## src/rtl/dmem_ctrl_pkg.sv

```systemverilog
// Shared CPU data-memory types: address/data widths, access size, alignment helper.
package cpuDefine;

  localparam int addrLen = 32;
  localparam int dataLen = 32;

  typedef logic [addrLen-1:0] Addr;
  typedef logic [dataLen-1:0] DType;

  typedef enum logic [1:0] {
    MEM_B = 2'd0,
    MEM_H = 2'd1,
    MEM_W = 2'd2
  } MemSize;

  // A halfword must sit on an even address, a word on a multiple of four.
  function automatic logic is_misaligned(input MemSize size, input logic [1:0] lo);
    return ((size == MEM_H) && lo[0]) || ((size == MEM_W) && (lo != 2'b00));
  endfunction

endpackage

```

## src/rtl/dmem_align.sv

```systemverilog
// Byte-lane steering for the data RAM: load extract with sign/zero extension,
// and read-modify-write merge of sub-word store data into an old word.
module dmem_align
  import cpuDefine::*;
(
  input  MemSize     size_i,
  input  logic       signed_i,
  input  logic [1:0] addr_lo_i,
  input  DType       rdata_i,
  input  DType       old_i,
  input  DType       wdata_i,
  output DType       load_o,
  output DType       merge_o
);

  logic [7:0]  byte_v;
  logic [15:0] half_v;

  // Lane select, extension and merge are purely combinational.
  always_comb begin
    // NOTE: every output gets a default first so no path leaves a value held (no latch).
    byte_v  = rdata_i[{addr_lo_i, 3'b000} +: 8];
    half_v  = addr_lo_i[1] ? rdata_i[31:16] : rdata_i[15:0];
    load_o  = rdata_i;
    merge_o = old_i;
    case (size_i)
      MEM_B: begin
        load_o = {{24{signed_i & byte_v[7]}}, byte_v};
        merge_o[{addr_lo_i, 3'b000} +: 8] = wdata_i[7:0];
      end
      MEM_H: begin
        load_o = {{16{signed_i & half_v[15]}}, half_v};
        if (addr_lo_i[1]) merge_o[31:16] = wdata_i[15:0];
        else              merge_o[15:0]  = wdata_i[15:0];
      end
      default: begin
        load_o  = rdata_i;
        merge_o = wdata_i;
      end
    endcase
  end

endmodule

```

## src/rtl/dmem_ctrl.sv

```systemverilog
// Two-port data-memory controller: arbitrates LSU (port 0) and debug/DMA
// (port 1), performs aligned loads/stores with read-modify-write for
// sub-word stores, and flags misaligned accesses.
module dmem_ctrl
  import cpuDefine::*;
#(
  parameter bit RR_EN = 1'b1
) (
  input  logic       clk,
  input  logic       rstn,
  input  logic [1:0] req_valid,
  output logic [1:0] req_ready,
  input  logic [1:0] req_we,
  input  MemSize     req_size   [2],
  input  logic [1:0] req_signed,
  input  Addr        req_addr   [2],
  input  DType       req_wdata  [2],
  output logic [1:0] rsp_valid,
  output logic       rsp_err,
  output DType       rsp_rdata,
  output logic       memWriteEn,
  output Addr        readAddr,
  output Addr        writeAddr,
  output DType       writeData,
  input  DType       readData
);

  typedef enum logic [1:0] {
    S_IDLE   = 2'd0,
    S_ACCESS = 2'd1,
    S_MERGE  = 2'd2
  } state_e;

  state_e     state_q;
  logic       port_q;
  logic       we_q;
  MemSize     size_q;
  logic       signed_q;
  Addr        addr_q;
  DType       wdata_q;
  DType       old_q;
  logic       last_q;
  logic [1:0] rsp_valid_q;
  logic       rsp_err_q;
  DType       rsp_rdata_q;

  logic       win_port;
  logic       misalign;
  DType       load_data;
  DType       merge_data;
  Addr        word_addr;

  assign misalign  = is_misaligned(size_q, addr_q[1:0]);
  assign word_addr = {addr_q[addrLen-1:2], 2'b00};

  assign rsp_valid = rsp_valid_q;
  assign rsp_err   = rsp_err_q;
  assign rsp_rdata = rsp_rdata_q;

  dmem_align u_align (
    .size_i    (size_q),
    .signed_i  (signed_q),
    .addr_lo_i (addr_q[1:0]),
    .rdata_i   (readData),
    .old_i     (old_q),
    .wdata_i   (wdata_q),
    .load_o    (load_data),
    .merge_o   (merge_data)
  );

  // Arbitration: a lone requester wins; a tie goes to the port not granted
  // last (round-robin) or always to port 0 (fixed priority).
  always_comb begin
    win_port = 1'b0;
    case (req_valid)
      2'b10:   win_port = 1'b1;
      2'b11:   win_port = RR_EN ? ~last_q : 1'b0;
      default: win_port = 1'b0;
    endcase
    // NOTE: rstn gates ready directly so no port is accepted while reset is held.
    req_ready = ((state_q == S_IDLE) && rstn && (req_valid != 2'b00))
                ? {win_port, ~win_port} : 2'b00;
  end

  // RAM drive: addresses only while busy, write strobe only in the single
  // write cycle of a successful store.
  always_comb begin
    memWriteEn = 1'b0;
    readAddr   = '0;
    writeAddr  = '0;
    writeData  = '0;
    if (state_q != S_IDLE) begin
      readAddr  = word_addr;
      writeAddr = word_addr;
    end
    if ((state_q == S_ACCESS) && we_q && !misalign && (size_q == MEM_W)) begin
      memWriteEn = 1'b1;
      writeData  = wdata_q;
    end
    if (state_q == S_MERGE) begin
      memWriteEn = 1'b1;
      writeData  = merge_data;
    end
  end

  // Request FSM with registered response outputs.
  always_ff @(posedge clk or negedge rstn) begin
    if (!rstn) begin
      state_q     <= S_IDLE;
      port_q      <= 1'b0;
      we_q        <= 1'b0;
      size_q      <= MEM_W;
      signed_q    <= 1'b0;
      addr_q      <= '0;
      wdata_q     <= '0;
      old_q       <= '0;
      last_q      <= 1'b1;
      rsp_valid_q <= 2'b00;
      rsp_err_q   <= 1'b0;
      rsp_rdata_q <= '0;
    end else begin
      // NOTE: non-blocking assignments throughout so every register samples pre-edge values.
      rsp_valid_q <= 2'b00;
      rsp_err_q   <= 1'b0;
      rsp_rdata_q <= '0;
      case (state_q)
        S_IDLE: begin
          if ((req_valid & req_ready) != 2'b00) begin
            port_q   <= win_port;
            we_q     <= req_we[win_port];
            size_q   <= req_size[win_port];
            signed_q <= req_signed[win_port];
            addr_q   <= req_addr[win_port];
            wdata_q  <= req_wdata[win_port];
            last_q   <= win_port;
            state_q  <= S_ACCESS;
          end
        end
        S_ACCESS: begin
          if (misalign) begin
            rsp_valid_q <= {port_q, ~port_q};
            rsp_err_q   <= 1'b1;
            state_q     <= S_IDLE;
          end else if (!we_q) begin
            rsp_valid_q <= {port_q, ~port_q};
            rsp_rdata_q <= load_data;
            state_q     <= S_IDLE;
          end else if (size_q == MEM_W) begin
            rsp_valid_q <= {port_q, ~port_q};
            state_q     <= S_IDLE;
          end else begin
            old_q   <= readData;
            state_q <= S_MERGE;
          end
        end
        S_MERGE: begin
          rsp_valid_q <= {port_q, ~port_q};
          state_q     <= S_IDLE;
        end
        default: state_q <= S_IDLE;
      endcase
    end
  end

endmodule

```

## config.mk

```make
export PLATFORM = sky130hd
export DESIGN_NAME = dmem_ctrl
export DESIGN_NICKNAME = d
export VERILOG_FILES = /design/src/rtl/dmem_ctrl_pkg.sv /design/src/rtl/dmem_align.sv /design/src/rtl/dmem_ctrl.sv
export SDC_FILE = /design/constraint.sdc
export NUM_CORES = 1
export LEC_CHECK = 0
export CORE_AREA = 4 4 126 158
export CTS_BUF_LIST = sky130_fd_sc_hd__clkbuf_8
export CTS_CLUSTER_DIAMETER = 200
export CTS_CLUSTER_SIZE = 30
export DETAILED_ROUTE_END_ITERATION = 10
export DIE_AREA = 0 0 130 162
export PLACE_DENSITY = 0.81
export SKIP_CTS_REPAIR_TIMING = 1
export SYNTH_ARGS = -nofsm -noshare
export SYNTH_HDL_FRONTEND = slang
export SYNTH_HIERARCHICAL = 1
export SYNTH_SLANG_ARGS = --single-unit
export TNS_END_PERCENT = 1
```

## constraint.sdc

```tcl
create_clock -name clk -period 2.9 [get_ports clk]
set_input_delay 0.435 -clock clk [delete_from_list [all_inputs] [get_ports clk]]
set_output_delay 0.435 -clock clk [all_outputs]
set_load 0.02 [all_outputs]
```

[After elaboration in Yosys (flattened, before gate mapping)]
Index checks and enable logic that the tools add are counted.
W data, S select, Z words.
Storage, ports and cells
  bits in registers: 139
  bits of input ports: 172
  output and inout bits: 134
  word-level logic and storage cells: 91
Cells by class
  add/subtract/negate cells: 1
  $lt $le $gt $ge: 2
  eq/ne operators: 7
  shift operators: 3
  muxes and demuxes: 40
  bitwise gates (word level): 9
  reductions and logical operators: 17
Operator list (count)
  $mux W32: 12
  $pmux W32 S2: 2
  $mux W16: 3
  $bwmux W32: 1
  $shift A8 B7 Y32 const A: 1
  $shiftx A32 B6 Y8: 1
  $shiftx A8 B7 Y32: 1
  $mux W2: 11
  $eq A2 B2 Y1 const B: 4
  $mux W1: 8
  $pmux W2 S2: 2
  $reduce_bool A2 Y1: 4
  $logic_and A1 B1 Y1: 7
  $neg A5 Y7: 1
  $not A1 Y1: 5
  $eq A2 B1 Y1 const B: 2
  $logic_not A2 Y1: 2
  $reduce_and A4 Y1: 1
  $and A1 B1 Y1: 2
  $and A2 B2 Y2: 1
  $ge A2 B2 Y1 const B: 1
  $lt A1 B2 Y1 const B: 1
  $ne A2 B1 Y1 const B: 1
  $not A1 Y2: 1
  4 further kinds: 4

[Depth between registers and ports, before layout]
Gate-level depths: netlist (run 1).
  word-level depth: 8
  mapped depth: 9
  mapped depth without buffers: 8

[Modules after synthesis]
Netlist (run 1), hierarchy kept.
Modules (own cells, without submodules)
  dmem_ctrl: instances 1, cells an instance 575, area an instance 6652.6 µm²
  dmem_align: instances 1, cells an instance 259, area an instance 1650.3 µm²

[Least setup slack after synthesis (run 1)]
OpenSTA, ideal clock, no wires.
  path type: flip-flop to output port
  from: reg addr_q[1]
  to: out writeData[20]
  arrival: 2169 ps
  slack: 296 ps
  cell stages (with the launch flop): 10
  path buffers: 1
  path through: dfrtp_1 > buf_6 > inv_1 > ha_1 > nand3b_1 > nor4_2 > nand2_1 > a32oi_1 > nand2_1 > o21ai_0
On the way
  elaborated cells on any way between the ends: 14
  those cells by class: add/sub: 1; shift: 2; mux: 5; reduce/logical: 6
RTL lines
  from (decl): RTL line dmem_ctrl.sv:39  | Addr addr_q;
  from (signal assigned): RTL line dmem_ctrl.sv:133  | addr_q <= req_addr[win_port];
  $neg A5 Y7: RTL line dmem_align.sv:29  | merge_o[{addr_lo_i, 3'b000} +: 8] = wdata_i[7:0];
  $shiftx A8 B7 Y32 or $shift A8 B7 Y32 (tied branches): RTL line dmem_align.sv:29
  $bwmux W32: RTL line dmem_align.sv:29
  $pmux W32 S2 *: RTL line dmem_align.sv:26  | case (size_i)
  named net merge_data[20]: RTL line dmem_ctrl.sv:50  | DType merge_data;
  $mux W32 *: RTL line dmem_ctrl.sv:100  | if (state_q == S_MERGE) begin
  to (decl): RTL line dmem_ctrl.sv:24  | output DType writeData,
Mark *: on every way through the listed nets, which the timed path passes. The rest lies on a longest branch.

[Worst setup path after layout (run 1)]
  from: reg addr_q[1]
  to: out writeData[23]
Same word-level chain as after synthesis.

==> summary.txt, run 1 <==
peak clock frequency supported by timing: 0.344 GHz
worst-path fanout max: 7
count of cells along the worst register-to-register path: 5
Synth top area share: 41.3%
floorplan die area: 21100 um^2
Critical Path RT: 2.47 ns
P&R area growth vs syn: 43.0%
first-pass iteration count of the detailed router: 5
switching power share of the total: 41.7%
number of top-level pins: 306
async set-or-reset flop fraction in the synthesized netlist: 100%
average vias per placed instance: 5.65
Slowest cell on crit path: ha_2
status: finished with violations
buffers from clock root to sink, at most: 2
area of all sequential standard cells: 3480 um^2
cell seen most often among critical-path stages: nand2_1
total power draw: 12.9 mW
accumulated negative setup slack: -0.0136 ns
Synth warnings: 6
CP endpoint kind: primary output
Via Count: 7605
number of cells on the worst hold path: 1
Final Core Density: 64.2%
number of max-slew violations in the final report: 0
overall die height: 162 um
gp weighted congestion: 0.945
global-route congestion overflow total: 0
worst-case headroom to the max-slew limit: 49.2%
power dissipated by switching net loads: 5.37 mW
starting DRC count in detailed routing: 491
sum of net half-perimeters after detailed placement: 20700 um
worst clock skew: 0.0143 ns
sequential cell fraction of total power: 26.9%
CP cell instances: inv_1 > ha_2 > nand3b_1 > nor4_4 > buf_4 > nand2_1 > a2bb2oi_1 > nand2_1 > o21ai_0 > buf_2
most common flop cell mapped by yosys: dfrtp_1
clock buffer count from CTS: 17
crit start category: flop
fill cell count: 1488
power density normalized to cell area: 1080 nW/um^2
total wire length after detailed routing: 28000 um
max capacitance violation total: 0
Setup Viol. Count Final: 2
VDD IR-drop max: 0.868 mV
largest area contributor in the netlist: dfrtp_1
total leakage power: 5.25 nW
most area-consuming cells after synthesis: dfrtp_1, a221o_1, and2_1
combinational cell fraction of total power: 58.9%
Final Cycle Share: 100%
wire length of the first global-routing pass: 42700 um
Gate Count Post-Synth: 834
pin count of the biggest net entering global routing: 139
critical path start-end classification: flop to primary output
synthesized area: 8300 um^2
root buffer cell: clkbuf_8
TritonCTS sink count: 139
number of register bits inferred by synthesis: 139
EDFF count, synth: 0
violations in the final reports: negative setup slack
most common cell after layout, fill and taps aside: clkdlybuf4s50_1
Final Worst Setup Slack: -0.0109 ns
H-tree depth: 4
overall die width: 130 um
clock input transition at the sequential cells of the worst setup and hold paths: 0.09 ns
fraction of layout instances using a drive strength above 1: 15.5%
delay of the slowest cell on the worst path: 0.40 ns
Detail Route Antenna Nets: 0
Int Power: 7.51 mW
Fin. Hold Viols: 0
Diodes inserted: 0
vias in the first global route: 7736
final layout net count: 1282
data arrival at the endpoint of the critical path: 2.48 ns
number of standard-cell rows in the floorplan: 56
time the final worst path needs with I/O delays and setup: 2.91 ns
hold crit path type: flop to flop
number of port buffers: 301
TritonCTS clock tree: done
DRC errors left: 0
post-synthesis sequential area ratio: 41.9%
portion of total power attributed to the clock network: 14.2%
number of antenna violations at the first check in global routing: 0
actual slew at the worst max-slew pin: 0.762 ns
placement-stage worst setup slack: -0.111 ns
total routing resource utilization after global routing: 26.2%
Avg Cell Area, Syn: 9.96 um^2
initial core utilization: 44.9%
most frequent cells in the layout: clkdlybuf4s50_1, dfrtp_1, nand2_1
insertion delay to the later sink of the worst-skew pair: 0.45 ns
area of the core: 18500 um^2
area taken by multi-input logic gates: 4310 um^2
setup repair after global routing missed its margin: yes
routed wirelength normalized by instance count: 20.8 um
Distinct cells, synth: 52
==> per-layer routing <==
metal  GRT usage, %  vias up  share of wire (%)
li1               -     3463                  -
met1           31.0     3644                 37
met2           44.0      417                 49
met3           6.84       81                8.2
met4           12.6        0                5.1
met5              0        -                  0
==> area by class of cell <==
class / count / share of cell area (%)
multi-input cells: 593 / 36.3
flip-flops and latches: 139 / 29.3
repair buffers: 341 / 27.8
well taps: 232 / 2.44
clock buffers: 18 / 2.09
clock inverters: 14 / 1.74
inverters: 9 / 0.285
==> flip-flops by register name, summed over array words and instances, names as in the netlist <==
name,cells
last_q,1
wdata_q,32
we_q,1
addr_q,32
port_q,1
old_q,32
signed_q,1
rsp_rdata,32
rsp_err,1
rsp_valid,2
state_q,2
size_q,2
==> worst max-delay path: cells and delay by family, from the launching register on <==
family	cells	cell delay, ns
buffers and inverters	3	0.49
adders and majority gates	1	0.40
DFF	1	0.38
AOI/OAI and AO/OA	2	0.28
and+or+nand+nor	4	0.49
==> through the flow <==
step | hold slack (ns) | cells | cell area [um^2]
3_3_place_gp | 0.417 | 1311 | 11400
2_1_floorplan | 0.139 | 837 | 8310
5_1_grt | 0.496 | 1346 | 11900
3_5_place_dp | 0.417 | 1311 | 11400
4_1_cts | -0.0795 | 1343 | 11900
6_report | 0.476 | 1346 | 11900
==> Yosys cell counts (10+ instances only) <==
cell type	count
a22o_1	10
and2_1	93
a221o_1	76
clkbuf_1	34
buf_4	35
dfrtp_1	137
o21ai_0	56
mux2_2	12
buf_2	20
mux2_4	29
a21oi_1	16
nor2b_1	37
nand2b_1	43
a22oi_1	19
nand2_1	110
a21oi_2	12
==> kinds of logic after synthesis <==
logic type	synth area share (%)
flops	41.9
other cells	0.0452
buf+inv	7.26
compound gates	21.8
mux	7.23
simple gates	20.3
xor+xnor	0.106
fa+ha+maj	1.36
==> final timing paths <==
kind / start / end / slack, ns
max: addr_q[1]$_DFFE_PN0P_ / writeData[23] / -0.01
min: port_q$_DFFE_PN0P_ / rsp_valid[0]$_DFF_PN0_ / 0.48
max reg2reg: size_q[1]$_DFFE_PN1P_ / old_q[25]$_DFFE_PN0P_ / 0.55
min reg2reg: port_q$_DFFE_PN0P_ / rsp_valid[0]$_DFF_PN0_ / 0.48
max in group asynchronous: rstn / old_q[29]$_DFFE_PN0P_ / 1.61
min in group asynchronous: rstn / last_q$_DFFE_PN1P_ / 0.53
==> power groups by stage <==
stage,Clock [mW],Combinational [mW],Sequential (mW)
finish,1.83,7.59,3.46
global route,1.95,8.14,3.55
CTS,1.86,7.53,3.44
detailed placement,0,7.47,3.45
global placement,0,7.37,3.45
floorplan,0,4.87,3.44
No activity file was read; power rests on OpenSTA's default activity.
==> inputs of run 2 (changes only) <==
--- a/config.mk
+++ b/config.mk
@@ -5,13 +5,13 @@
 export SDC_FILE = /design/constraint.sdc
 export NUM_CORES = 1
 export LEC_CHECK = 0
-export CORE_AREA = 4 4 126 158
+export CORE_AREA = 4 4 131 165
 export CTS_BUF_LIST = sky130_fd_sc_hd__clkbuf_8
 export CTS_CLUSTER_DIAMETER = 200
 export CTS_CLUSTER_SIZE = 30
 export DETAILED_ROUTE_END_ITERATION = 10
-export DIE_AREA = 0 0 130 162
-export PLACE_DENSITY = 0.81
+export DIE_AREA = 0 0 135 169
+export PLACE_DENSITY = 0.78
 export SKIP_CTS_REPAIR_TIMING = 1
 export SYNTH_ARGS = -nofsm -noshare
 export SYNTH_HDL_FRONTEND = slang
==> constraint.sdc (replaced) <==
create_clock -name clk -period 2.6 [get_ports clk]
set_input_delay 0.39 -clock clk [delete_from_list [all_inputs] [get_ports clk]]
set_output_delay 0.39 -clock clk [all_outputs]
set_load 0.02 [all_outputs]
==> run 2 against run 1 <==
Count of clock-buffer cells in the layout is 1 lower. Combinational power grew 17%. Critical path depth stayed put. Global-route usage decreased by 1.4 points. Die area is 8.3% higher. Total power increased by 14%. First-iteration DRC count up 16%. The run still ends with negative setup slack left. Routed wire length up 3.3%. Flip-flop and latch count did not move.
==> summary.txt, run 2 (synthesis gave the netlist of run 1 again) <==
Worst Min Path Start: port_q$_DFFE_PN0P_
fill cell count: 1690 (+14%)
time the final worst path needs with I/O delays and setup: 2.79 ns
starting DRC count in detailed routing: 571 (+16%)
final layout net count: 1303 (+1.6%)
worst-case headroom to the max-slew limit: 48.8% (-0.42 points)
worst clock skew: 0.0101 ns (-0.00425 ns)
hold crit path type: flop to flop
peak clock frequency supported by timing: 0.358 GHz
P&R area growth vs syn: 45.9%
actual slew at the worst max-slew pin: 0.768 ns (+0.00628 ns)
DRC errors left: 0 (unchanged)
buffers from clock root to sink, at most: 2 (unchanged)
total routing resource utilization after global routing: 24.8% (-1.4 points)
most common cell after layout, fill and taps aside: clkdlybuf4s50_1
number of max-slew violations in the final report: 0 (unchanged)
status: finished with violations
TritonCTS sink count: 139 (unchanged)
CP endpoint kind: primary output
crit start category: flop
area of the core: 20000 um^2 (+7.9%)
number of antenna violations at the first check in global routing: 0 (unchanged)
power density normalized to cell area: 1210 nW/um^2 (+12%)
clock buffer count from CTS: 17 (unchanged)
Fin. Hold Viols: 0 (unchanged)
root buffer cell: clkbuf_8
count of cells along the worst register-to-register path: 7 (+2)
initial core utilization: 41.6% (-3.3 points)
max capacitance violation total: 0 (unchanged)
overall die height: 169 um (+4.3%)
Critical Path RT: 2.21 ns (-0.26 ns)
Final Core Density: 60.7% (-3.5 points)
routed wirelength normalized by instance count: 20.6 um (-1.0%)
WHS: 0.456 ns (-0.0201 ns)
data arrival at the endpoint of the critical path: 2.40 ns (-0.08 ns)
violations in the final reports: negative setup slack
clock input transition at the sequential cells of the worst setup and hold paths: 0.08 ns (about the same)
Setup Viol. Count Final: 42 (+40)
gp weighted congestion: 0.884 (-6.5%)
pin count of the biggest net entering global routing: 139 (unchanged)
TritonCTS clock tree: done
H-tree depth: 4 (unchanged)
number of standard-cell rows in the floorplan: 58 (+3.6%)
vias in the first global route: 7753 (+0.22%)
sum of net half-perimeters after detailed placement: 21400 um (+3.4%)
critical path start-end classification: flop to primary output
total wire length after detailed routing: 29000 um (+3.3%)
global-route congestion overflow total: 0 (unchanged)
most frequent cells in the layout: clkdlybuf4s50_1, dfrtp_1, nand2_1
overall die width: 135 um (+3.8%)
Detail Route Antenna Nets: 0 (unchanged)
setup repair after global routing missed its margin: yes
total leakage power: 5.25 nW (+0.17%)
Diodes inserted: 0 (unchanged)
wire length of the first global-routing pass: 44000 um (+3.1%)
number of cells on the worst hold path: 1 (unchanged)
worst-path fanout max: 7 (unchanged)
Via Count: 7687 (+1.1%)
first-pass iteration count of the detailed router: 7 (+2)
Final Worst Setup Slack: -0.194 ns (-0.183 ns)
startpoint of the most critical register-to-register path: state_q[0]$_DFFE_PN0P_
average vias per placed instance: 5.47 (-3.2%)
Final Cycle Share: 107%
worst setup path start: addr_q[1]$_DFFE_PN0P_
number of port buffers: 301 (unchanged)
floorplan die area: 22800 um^2 (+8.3%)
fraction of layout instances using a drive strength above 1: 17.9% (+2.4 points)
VDD IR-drop max: 0.781 mV (-10%)
number of top-level pins: 306 (unchanged)
insertion delay to the later sink of the worst-skew pair: 0.45 ns (about the same)
-- run 2: changes by cell type in the layout (fill, tap and decap cells not counted), sizes merged --
cell,before,now
inv,15,13
buf,56,73
clkinv,1,7
bufinv,4,3
clkbuf,27,31
clkinvlp,3,1
dlymetal6s2s,13,7
clkdlybuf4s50,262,267
-- run 2: metrics by stage --
stage | cells | setup WS [ns] | cell area [um^2] | TNS [ns] | total power [mW]
after global routing | 1405 | -0.333 | 12100 | -13.99 | 15.5
after CTS | 1399 | -0.907 | 12000 | -24.53 | 14.4
after global placement | 1367 | -0.349 | 11600 | -5.93 | 12.3
after detailed placement | 1367 | -0.411 | 11600 | -6.95 | 12.4
final | 1405 | -0.194 | 12100 | -4.13 | 14.7
after floorplan | 837 | 0.0411 | 8310 | 0 | 9.28
-- run 2: path summary, 6_finish.rpt --
path	to	slack, ns
min	rsp_valid[0]$_DFF_PN0_	0.46
max in group asynchronous	rsp_rdata[14]$_DFF_PN0_	1.32
max reg2reg	wdata_q[5]$_DFFE_PN0P_	0.30
min in group asynchronous	last_q$_DFFE_PN1P_	0.54
min reg2reg	rsp_valid[0]$_DFF_PN0_	0.46
max	writeData[17]	-0.19
-- run 2: where the power goes --
part           leakage (nW)  total (mW)  switching (mW)  internal (mW)
clock network         0.212        1.90           0.929          0.966
registers              1.75        3.88           0.745           3.13
logic                  3.29        8.88            4.44           4.44
total                  5.25        14.7            6.11           8.54
-- run 2: critical path, cell delays in order, from the launching register on --
cell,delay (ns)
dfrtp_2,0.42
inv_2,0.07
ha_4,0.28
nand3b_1,0.10
nor4_2,0.31
buf_4,0.21
nand2_1,0.08
a2bb2oi_2,0.15
nand2_1,0.06
o21ai_0,0.09
buf_2,0.20
-- run 2: cell type report --
| cell class | instances | area, um^2 | area share (%) |
|---|---|---|---|
| Multi-Input combinational cell | 593 | 4350 | 35.9 |
| Inverter | 9 | 33.8 | 0.279 |
| Clock buffer | 17 | 234 | 1.93 |
| Tap cell | 270 | 338 | 2.79 |
| Sequential cell | 139 | 3480 | 28.7 |
| Timing Repair Buffer | 362 | 3490 | 28.8 |
| Clock inverter | 15 | 186 | 1.54 |
-- run 2: layer usage --
metal	wire length (um)	part of all wire, %	global-route usage [%]
met5	0	0	0
met4	908	3.1	8.94
met3	2020	7.0	5.86
met2	14700	51	43.9
met1	11300	39	29.3
